===== config.mk =====
export PLATFORM = sky130hd
export DESIGN_NAME = accel_engine
export DESIGN_NICKNAME = d
export VERILOG_FILES = /design/src/rtl/accel_pkg.sv /design/src/rtl/accel_fifo.sv /design/src/rtl/accel_engine.sv
export SDC_FILE = /design/constraint.sdc
export NUM_CORES = 1
export LEC_CHECK = 0
export BUFFER_PORTS_ARGS = -buffer_cell sky130_fd_sc_hd__buf_2
export CELL_PAD_IN_SITES_DETAIL_PLACEMENT = 1
export CELL_PAD_IN_SITES_GLOBAL_PLACEMENT = 2
export CORE_ASPECT_RATIO = 0.9
export CORE_UTILIZATION = 43
export CTS_CLUSTER_DIAMETER = 100
export DETAILED_ROUTE_END_ITERATION = 16
export PLACE_DENSITY_LB_ADDON = 0.3
export SLEW_MARGIN = 20
export SYNTH_ARGS = -nofsm -noshare
export SYNTH_HDL_FRONTEND = slang
export SYNTH_SLANG_ARGS = --single-unit

===== constraint.sdc =====
create_clock -name clk -period 3.6 [get_ports clk]
set_clock_uncertainty 0.15 [all_clocks]
set_input_delay 0.18 -clock clk [delete_from_list [all_inputs] [get_ports clk]]
set_output_delay 0.18 -clock clk [all_outputs]
set_load 0.01 [all_outputs]

===== src/rtl/accel_pkg.sv =====
// Opcode values and engine state encoding shared by the accelerator engine and its bench.
package accel_pkg;

    localparam logic [3:0] OP_NOP  = 4'h0;
    localparam logic [3:0] OP_SHL  = 4'h1;
    localparam logic [3:0] OP_CLR  = 4'h2;
    localparam logic [3:0] OP_ST   = 4'h3;
    localparam logic [3:0] OP_STI  = 4'h4;
    localparam logic [3:0] OP_JMP  = 4'h5;
    localparam logic [3:0] OP_HALT = 4'hF;

    typedef enum logic [2:0] {
        IDLE,
        FETCH,
        EXEC,
        DRAIN,
        DONE
    } state_e;

endpackage


===== src/rtl/accel_fifo.sv =====
// Output FIFO between the engine and the memory write port; the head entry is read
// straight from registered storage so it stays stable while the consumer stalls.
module accel_fifo #(
    parameter int WIDTH = 48,
    parameter int DEPTH = 4
) (
    input  logic             clk,
    input  logic             reset,
    input  logic             push,
    input  logic [WIDTH-1:0] push_data,
    input  logic             pop,
    output logic             full,
    output logic             empty,
    output logic [WIDTH-1:0] head
);

    localparam int AW = $clog2(DEPTH);
    localparam logic [AW:0] FULL_CNT = (AW+1)'(DEPTH);

    logic [WIDTH-1:0] mem_q [DEPTH];
    logic [AW-1:0]    rd_ptr_q, rd_ptr_d;
    logic [AW-1:0]    wr_ptr_q, wr_ptr_d;
    logic [AW:0]      count_q, count_d;
    logic             do_push, do_pop;

    // NOTE: every combinational output gets a default first so no path infers a latch.
    always_comb begin
        full     = (count_q == FULL_CNT);
        empty    = (count_q == '0);
        head     = mem_q[rd_ptr_q];
        do_push  = push && !full;
        do_pop   = pop && !empty;
        rd_ptr_d = rd_ptr_q;
        wr_ptr_d = wr_ptr_q;
        count_d  = count_q;
        if (do_push) wr_ptr_d = wr_ptr_q + AW'(1);
        if (do_pop)  rd_ptr_d = rd_ptr_q + AW'(1);
        case ({do_push, do_pop})
            2'b10:   count_d = count_q + (AW+1)'(1);
            2'b01:   count_d = count_q - (AW+1)'(1);
            default: count_d = count_q;
        endcase
    end

    // NOTE: state is updated with non-blocking assignments so every flop samples pre-edge values.
    // NOTE: storage is reset too, so the head port reads zero while reset is held.
    always_ff @(posedge clk or negedge reset) begin
        if (!reset) begin
            rd_ptr_q <= '0;
            wr_ptr_q <= '0;
            count_q  <= '0;
            for (int i = 0; i < DEPTH; i++) mem_q[i] <= '0;
        end else begin
            rd_ptr_q <= rd_ptr_d;
            wr_ptr_q <= wr_ptr_d;
            count_q  <= count_d;
            if (do_push) mem_q[wr_ptr_q] <= push_data;
        end
    end

endmodule


===== src/rtl/accel_engine.sv =====
// Fetch / assemble / execute engine: reads multi-word instructions from a combinational
// ROM, builds immediates in a data register and queues stores toward the memory port.
module accel_engine
    import accel_pkg::*;
#(
    parameter int ROM_AW     = 8,
    parameter int ROM_DW     = 8,
    parameter int IW         = 16,
    parameter int MEM_AW     = 16,
    parameter int MEM_DW     = 32,
    parameter int FIFO_DEPTH = 4
) (
    input  logic              clk,
    input  logic              reset,
    input  logic              start,
    output logic [ROM_AW-1:0] rom_addr,
    input  logic [ROM_DW-1:0] rom_data,
    output logic              mem_valid,
    input  logic              mem_ready,
    output logic [MEM_AW-1:0] mem_addr,
    output logic [MEM_DW-1:0] mem_wdata,
    output logic              busy,
    output logic              done,
    output logic              error,
    output logic [15:0]       instr_count
);

    localparam int K   = IW / ROM_DW;
    localparam int OW  = IW - 4;
    localparam int WCW = (K > 1) ? $clog2(K) : 1;
    localparam logic [WCW-1:0]    LAST_WORD = WCW'(K - 1);
    localparam logic [ROM_AW-1:0] PC_STEP   = ROM_AW'(K);

    state_e              state_q, state_d;
    logic [ROM_AW-1:0]   pc_q, pc_d;
    logic [WCW-1:0]      word_q, word_d;
    logic [IW-1:0]       instr_q, instr_d;
    logic [MEM_DW-1:0]   data_q, data_d;
    logic                error_q, error_d;
    logic [15:0]         count_q, count_d;

    logic [3:0]          opcode;
    logic [OW-1:0]       operand;
    logic                retire;
    logic                fifo_push, fifo_full, fifo_empty;
    logic [MEM_AW+MEM_DW-1:0] fifo_head;

    always_comb begin
        state_d   = state_q;
        pc_d      = pc_q;
        word_d    = word_q;
        instr_d   = instr_q;
        data_d    = data_q;
        error_d   = error_q;
        count_d   = count_q;
        retire    = 1'b0;
        fifo_push = 1'b0;
        done      = 1'b0;
        rom_addr  = pc_q;
        opcode    = instr_q[IW-1 -: 4];
        operand   = instr_q[OW-1:0];

        unique case (state_q)
            IDLE: begin
                if (start) begin
                    pc_d    = '0;
                    word_d  = '0;
                    data_d  = '0;
                    error_d = 1'b0;
                    count_d = '0;
                    state_d = FETCH;
                end
            end
            FETCH: begin
                // Earlier words shift toward the top, so the first word ends up most significant.
                rom_addr = pc_q + ROM_AW'(word_q);
                instr_d  = (instr_q << ROM_DW) | IW'(rom_data);
                if (word_q == LAST_WORD) begin
                    word_d  = '0;
                    state_d = EXEC;
                end else begin
                    word_d = word_q + WCW'(1);
                end
            end
            EXEC: begin
                retire  = 1'b1;
                state_d = FETCH;
                pc_d    = pc_q + PC_STEP;
                case (opcode)
                    OP_NOP: ;
                    OP_SHL: data_d = (data_q << OW) | MEM_DW'(operand);
                    OP_CLR: data_d = '0;
                    OP_ST, OP_STI: begin
                        if (fifo_full) begin
                            retire  = 1'b0;
                            state_d = EXEC;
                            pc_d    = pc_q;
                        end else begin
                            fifo_push = 1'b1;
                            if (opcode == OP_STI) data_d = data_q + MEM_DW'(1);
                        end
                    end
                    OP_JMP:  pc_d = ROM_AW'(operand);
                    OP_HALT: state_d = DRAIN;
                    default: begin
                        error_d = 1'b1;
                        state_d = DRAIN;
                    end
                endcase
                if (retire) count_d = count_q + 16'd1;
            end
            DRAIN: begin
                if (fifo_empty) state_d = DONE;
            end
            DONE: begin
                done    = 1'b1;
                state_d = IDLE;
            end
            default: state_d = IDLE;
        endcase
    end

    always_ff @(posedge clk or negedge reset) begin
        if (!reset) begin
            state_q <= IDLE;
            pc_q    <= '0;
            word_q  <= '0;
            instr_q <= '0;
            data_q  <= '0;
            error_q <= 1'b0;
            count_q <= '0;
        end else begin
            state_q <= state_d;
            pc_q    <= pc_d;
            word_q  <= word_d;
            instr_q <= instr_d;
            data_q  <= data_d;
            error_q <= error_d;
            count_q <= count_d;
        end
    end

    accel_fifo #(
        .WIDTH (MEM_AW + MEM_DW),
        .DEPTH (FIFO_DEPTH)
    ) u_fifo (
        .clk       (clk),
        .reset     (reset),
        .push      (fifo_push),
        .push_data ({MEM_AW'(operand), data_q}),
        .pop       (mem_valid && mem_ready),
        .full      (fifo_full),
        .empty     (fifo_empty),
        .head      (fifo_head)
    );

    assign mem_valid               = !fifo_empty;
    assign {mem_addr, mem_wdata}   = fifo_head;
    assign busy                    = (state_q != IDLE);
    assign error                   = error_q;
    assign instr_count             = count_q;

endmodule


== Word-level counts from Yosys, hierarchy flattened ==
Index checks and enable logic that the tools add are counted.

* Register bits after elaboration: 276
* Input port bits: 12
* Output and inout bits: 76
* Word-level logic and storage cells: 110

* $add $sub $neg: 9
* Order comparisons: 3
* Equality and inequality tests: 21
* Mux-type cells: 37
* Bitwise logic cells: 4
* Reduce and logical (&&, ||, !) cells: 22

{| class="wikitable"
|+ Operators by type and width
! operator !! count
|-
| $bwmux W192 || 1
|-
| $mux W48 || 3
|-
| $bmux W48 S2 || 1
|-
| $demux W48 S2 || 1
|-
| $mux W32 || 3
|-
| $pmux W32 S3 || 1
|-
| $pmux W32 S2 || 1
|-
| $add A32 B1 Y32 const B || 1
|-
| $mux W16 || 2
|-
| $or A32 B12 Y32 || 1
|-
| $pmux W16 S2 || 1
|-
| $pmux W8 S2 || 2
|-
| $mux W8 || 3
|-
| $add A16 B1 Y16 const B || 1
|-
| $or A16 B8 Y16 || 1
|-
| $pmux W3 S4 || 1
|-
| $reduce_and A3 Y1 || 4
|-
| $ne A2 B2 Y1 const B || 5
|-
| $mux W1 || 9
|-
| $mux W3 || 3
|-
| $add A8 B1 Y8 || 1
|-
| $add A8 B2 Y8 const B || 1
|-
| $eq A4 B2 Y1 const B || 2
|-
| $eq A4 B3 Y1 const B || 2
|-
| other kinds (31) || 45
|}

== Depth between registers and ports, before layout ==
* Word-level depth: 7
* Mapped depth: 11

== Hierarchy ==
From an unflattened synthesis, not the netlist that was laid out.

* Cells, all modules: 1011
* Area total of the unflattened synthesis: 13218.9 um^2

{| class="wikitable"
|+ By module, submodules not included
! module !! instances !! cells each !! area each (um^2) !! seq. area each (um^2)
|-
| accel_fifo || 1 || 503 || 8683.3 || 4979.8
|-
| accel_engine || 1 || 508 || 4535.6 || 1926.8
|}

== Worst setup path after synthesis ==
Ideal clock, no wire load.

* Path type: flip-flop to flip-flop
* Start point: register u_fifo.count_q[0]
* End point: register u_fifo.count_q[2]
* Setup time: 0.079 ns
* Arrival time: 2.259 ns
* Data required time: 3.371 ns
* Path slack: 1.112 ns
* Cell stages (with the launch flop): 12
* Buffers on the path: 1
* Period minus slack after synthesis: 2.488 ns
* Cells stage by stage: dfrtp_1 > or3b_2 > clkbuf_1 > nand2_1 > a21oi_4 > inv_1 > ha_1 > inv_1 > fa_1 > xor2_1 > nor2_1 > xor2_1

* Cells in the longest elaborated chain, start to end: 7

{| class="wikitable"
|+ Ends and longest elaborated chain
! element !! RTL line !! RTL
|-
| start, declared || accel_fifo.sv:23 || <nowiki>logic [AW:0] count_q, count_d;</nowiki>
|-
| start signal, assigned || accel_fifo.sv:56 || <nowiki>count_q <= count_d;</nowiki>
|-
| $eq A3 B3 Y1 || accel_fifo.sv:28 || <nowiki>full = (count_q == FULL_CNT);</nowiki>
|-
| $mux W1 || accel_engine.sv:94 || <nowiki>if (fifo_full) begin</nowiki>
|-
| $mux W1 || accel_engine.sv:89 || <nowiki>case (opcode)</nowiki>
|-
| $mux W1 || accel_engine.sv:63 || <nowiki>unique case (state_q)</nowiki>
|-
| $logic_and A1 B1 Y1 || accel_fifo.sv:31 || <nowiki>do_push = push && !full;</nowiki>
|-
| $eq A2 B1 Y1 or $eq A2 B2 Y1 (tied branches) || accel_fifo.sv:38 || <nowiki>case ({do_push, do_pop})</nowiki>
|-
| $pmux W3 S2 or $reduce_bool A2 Y1 (tied branches) || n/a ||
|}

Several ways; a longest one is shown, not always the timed one.
A chain may end at the register's enable or synchronous reset.

== Worst setup path after layout ==
* Start point: register state_q[2]
* End point: output rom_addr[6]

* Cells in the longest elaborated chain, start to end: 2

{| class="wikitable"
|+ Ends and longest elaborated chain
! element !! RTL line !! RTL
|-
| start, declared || accel_engine.sv:34 || <nowiki>state_e state_q, state_d;</nowiki>
|-
| start signal, assigned || accel_engine.sv:133 || <nowiki>state_q <= state_d;</nowiki>
|-
| $eq A3 B1 Y1 || accel_engine.sv:63 ||
|-
| $mux W8 || accel_engine.sv:63 ||
|-
| end, declared || accel_engine.sv:16 || <nowiki>output logic [ROM_AW-1:0] rom_addr,</nowiki>
|}

No other way between the ends.

==> results_dict.tcl <==
set metrics [dict create \
    core.rowCount 59 \
    drc_errors 0 \
    area_growth_syn_to_layout_pct 13.4 \
    rsz0062_at_grt "false" \
    route.detailed.vias_per_inst 5.68 \
    final.period_utilization_pct 81.2 \
    die_h_um 165 \
    worst_pin_slew_ns 0.768 \
    cp-startpoint "state_q[2]" \
    async_reset_ff_share_pct 100 \
    routabilityCongestion 0.764 \
    route.final.wire_length_um 31400 \
    clock_tree.buffer_depth 3 \
    postSynth.topFlopCell "sky130_fd_sc_hd__dfrtp_1" \
    die-width_um 183 \
    clk_pin_slew_ns 0.06 \
    cts_sinks 260 \
    regToRegStartpoint "instr_q[15]" \
    synth_cell_type_count 67 \
    worst_hold_slack_ns 0.0312 \
    crit_path_max_incr_delay_ns 0.60 \
    timing.max_cap.violations 0 \
    finalSetupTns_ns 0 \
    leakage_uw 0.00676 \
    antenna_found_initial 0 \
    globalRoute.totalOverflow 0 \
    grt_usage_pct 21.9 \
    ir_worst_vdd_mv 0.415 \
    max-slew-margin-rel_pct 48.8 \
    route.antenna.remaining_nets 0 \
    root_buffer "sky130_fd_sc_hd__clkbuf_16" \
    fmax_mhz 342 \
    core_area_sq_um 28900 \
    netlist_area_before_placement_sq_um 12600 \
    grt_pass1_wl_um 51200 \
    worstPathArrival_ns 2.59 \
    cts_setup_buffers 0 \
    cp_max_fo 15 \
    critical-path-slowest-cell "sky130_fd_sc_hd__nor2_2" \
    netlist_instances 982 \
    final-hold-violation-count 0 \
    final_core_utilization_pct 49.7 \
    timing.critical_path.required_ns 3.27 \
    cts_bufs_inserted 28 \
    io-pin-count 88 \
    synth_sequential_area_ratio_pct 51.5 \
    drt_first_iter_violations 520 \
    finish_stage_setup_viols 0 \
    min_delay_path_class "in2reg" \
    ys_seq_elements 260 \
    die_ar_sq_um 30100 \
    report.final.slew_viol_count 0 \
    outcome "complete, no violations" \
    port-buffer-count 83 \
    worst_setup_path_end_kind "primary output" \
    insertion_delay_ns 0.54 \
    synth-edff-count 0 \
    path_cells "nand2b_1, nor2_2, nand4_1, nor2_1, xor2_1, buf_2" \
    critPathLaunchType "register" \
    post_route_cells_drive_above_1_share_pct 36.6 \
    final_period_minus_worst_setup_slack_ns 2.92 \
    timing_worst_setup_path_type "reg2out" \
    syn-mean-instance-area_sq_um 12.9 \
    grt_pass1_vias 8918 \
    layout.nets 1070 \
    grt_max_degree 88 \
    yosysWarningCount 0 \
    first_pass_iters 5 \
    n_antenna_cell 0 \
    h-tree-depth 1 \
    power-per-cell-area_nw_per_um2 742 \
    dp_hpwl_um 20000 \
    post_drt_wl_per_cell_um 21.5 \
    hold_start "start" \
    initial_core_util_pct 43.8 \
    tritoncts "yes" \
    vias 8312 \
]
[cell families (layout without fill, tap and decap cells)]
family	after synthesis	count (layout)	share of synthesized area [%]
DFF	260	260	51.5
muxes	241	241	25.4
and+or+nand+nor	196	196	8.05
AOI/OAI and AO/OA	145	145	7.77
buffers and inverters	100	182	4.18
xor gates and xnor gates	28	28	1.94
adders and majority gates	11	11	1.15
other	1	4	0.0297
[through the flow]
step | instances | worst slack [ns] | instance area (sq um) | power [uW]
after floorplan | 985 | 1.11 | 12600 | 6630
after global placement | 1403 | 0.871 | 13300 | 7730
after detailed placement | 1403 | 0.793 | 13300 | 7870
after CTS | 1463 | 0.642 | 14300 | 10800
after global routing | 1463 | 0.491 | 14300 | 11300
final | 1463 | 0.676 | 14300 | 10600
[per-layer routing]
layer	vias up	routed length (um)	GRT usage [%]
li1	3743	-	-
met1	4373	14400	30.5
met2	153	15400	37.0
met3	43	1120	2.84
met4	0	537	4.43
met5	-	0	0
[power by group]
group | total (uW) | switching (uW) | internal (uW)
clock | 2830 | 1180 | 1640
sequential | 4730 | 1060 | 3670
combinational | 3070 | 1490 | 1580
total | 10600 | 3740 | 6890
[layout make-up]
| type | instances | area [sq um] |
|---|---|---|
| clock inverter | 13 | 105 |
| timing repair buffer | 111 | 723 |
| tap | 396 | 495 |
| inverter | 21 | 78.8 |
| multi-input combinational | 625 | 5610 |
| fill | 2972 | 14500 |
| sequential | 260 | 6510 |
| clock buffer | 37 | 806 |
[flip-flops by register name, summed over array words and instances (netlist names)]
signal,flops
u_fifo.mem_q,176
data_q,32
instr_count,16
instr_q,16
pc_q,8
state_q,3
u_fifo.count_q,3
u_fifo.rd_ptr_q,2
u_fifo.wr_ptr_q,2
error,1
word_q,1
[worst max-delay path, delay by kind of cell, from the launching register on]
kind	cells	cell delay, ns
xor gates and xnor gates	1	0.19
buffers and inverters	1	0.16
DFF	1	0.47
and+or+nand+nor	4	1.23
[timing repair]
| action | 4_1_cts | 5_1_grt |
|---|---|---|
| endpoints found under the hold margin | 88 | 0 |
| gates resized for setup | 0 | 0 |
| hold buffers | 10 | 0 |
[synthesized netlist by cell type, types with 4 or more instances]
library cell | number | area share, %
sky130_fd_sc_hd__a21o_1 | 6 | 0.36
sky130_fd_sc_hd__a21oi_1 | 13 | 0.51
sky130_fd_sc_hd__a22o_1 | 5 | 0.35
sky130_fd_sc_hd__a22oi_1 | 10 | 0.59
sky130_fd_sc_hd__a31oi_1 | 10 | 0.50
sky130_fd_sc_hd__a32oi_1 | 5 | 0.35
sky130_fd_sc_hd__and3_1 | 10 | 0.50
sky130_fd_sc_hd__buf_1 | 6 | 0.18
sky130_fd_sc_hd__buf_2 | 10 | 0.40
sky130_fd_sc_hd__buf_4 | 5 | 0.30
sky130_fd_sc_hd__buf_6 | 16 | 1.4
sky130_fd_sc_hd__clkbuf_1 | 41 | 1.2
sky130_fd_sc_hd__dfrtp_1 | 260 | 52
sky130_fd_sc_hd__ha_1 | 10 | 0.99
sky130_fd_sc_hd__inv_1 | 21 | 0.62
sky130_fd_sc_hd__mux2_1 | 13 | 1.2
sky130_fd_sc_hd__mux2_2 | 181 | 16
sky130_fd_sc_hd__mux4_2 | 44 | 7.8
sky130_fd_sc_hd__nand2_1 | 37 | 1.1
sky130_fd_sc_hd__nand2_4 | 4 | 0.36
sky130_fd_sc_hd__nand3_1 | 31 | 1.2
sky130_fd_sc_hd__nand4_1 | 13 | 0.64
sky130_fd_sc_hd__nor2_1 | 52 | 1.5
sky130_fd_sc_hd__nor3_1 | 8 | 0.32
sky130_fd_sc_hd__nor3b_1 | 5 | 0.30
sky130_fd_sc_hd__nor4_1 | 11 | 0.54
sky130_fd_sc_hd__o211ai_1 | 5 | 0.30
sky130_fd_sc_hd__o21ai_0 | 54 | 2.1
sky130_fd_sc_hd__o311ai_0 | 7 | 0.49
sky130_fd_sc_hd__o31ai_1 | 4 | 0.24
sky130_fd_sc_hd__or3_1 | 4 | 0.20
sky130_fd_sc_hd__xnor2_1 | 21 | 1.5
sky130_fd_sc_hd__xor2_1 | 7 | 0.49
[final timing paths]
kind | endpoint | depth (start not counted) | slack, ns
min in group asynchronous | u_fifo.mem_q[172] | 2 | 0.08
hold reg to reg | u_fifo.mem_q[97] | 1 | 0.34
max in group asynchronous | u_fifo.mem_q[183] | 3 | 2.30
setup reg to reg | u_fifo.mem_q[122] | 5 | 0.80
setup / recovery | rom_addr[6] | 6 | 0.68
hold / removal | pc_q[0] | 3 | 0.03
[placed cells by master (no fill, tap or decap), types with 11 or more instances in the layout]
cell type	count
sky130_fd_sc_hd__a21oi_1	13
sky130_fd_sc_hd__buf_2	82
sky130_fd_sc_hd__buf_4	13
sky130_fd_sc_hd__clkbuf_16	29
sky130_fd_sc_hd__dfrtp_1	258
sky130_fd_sc_hd__inv_1	21
sky130_fd_sc_hd__mux2_1	13
sky130_fd_sc_hd__mux2_2	181
sky130_fd_sc_hd__mux4_2	44
sky130_fd_sc_hd__nand2_1	37
sky130_fd_sc_hd__nand3_1	31
sky130_fd_sc_hd__nand4_1	13
sky130_fd_sc_hd__nor2_1	51
sky130_fd_sc_hd__nor4_1	11
sky130_fd_sc_hd__o21ai_0	54
sky130_fd_sc_hd__xnor2_1	21
Power figures use the tool's default switching activity.
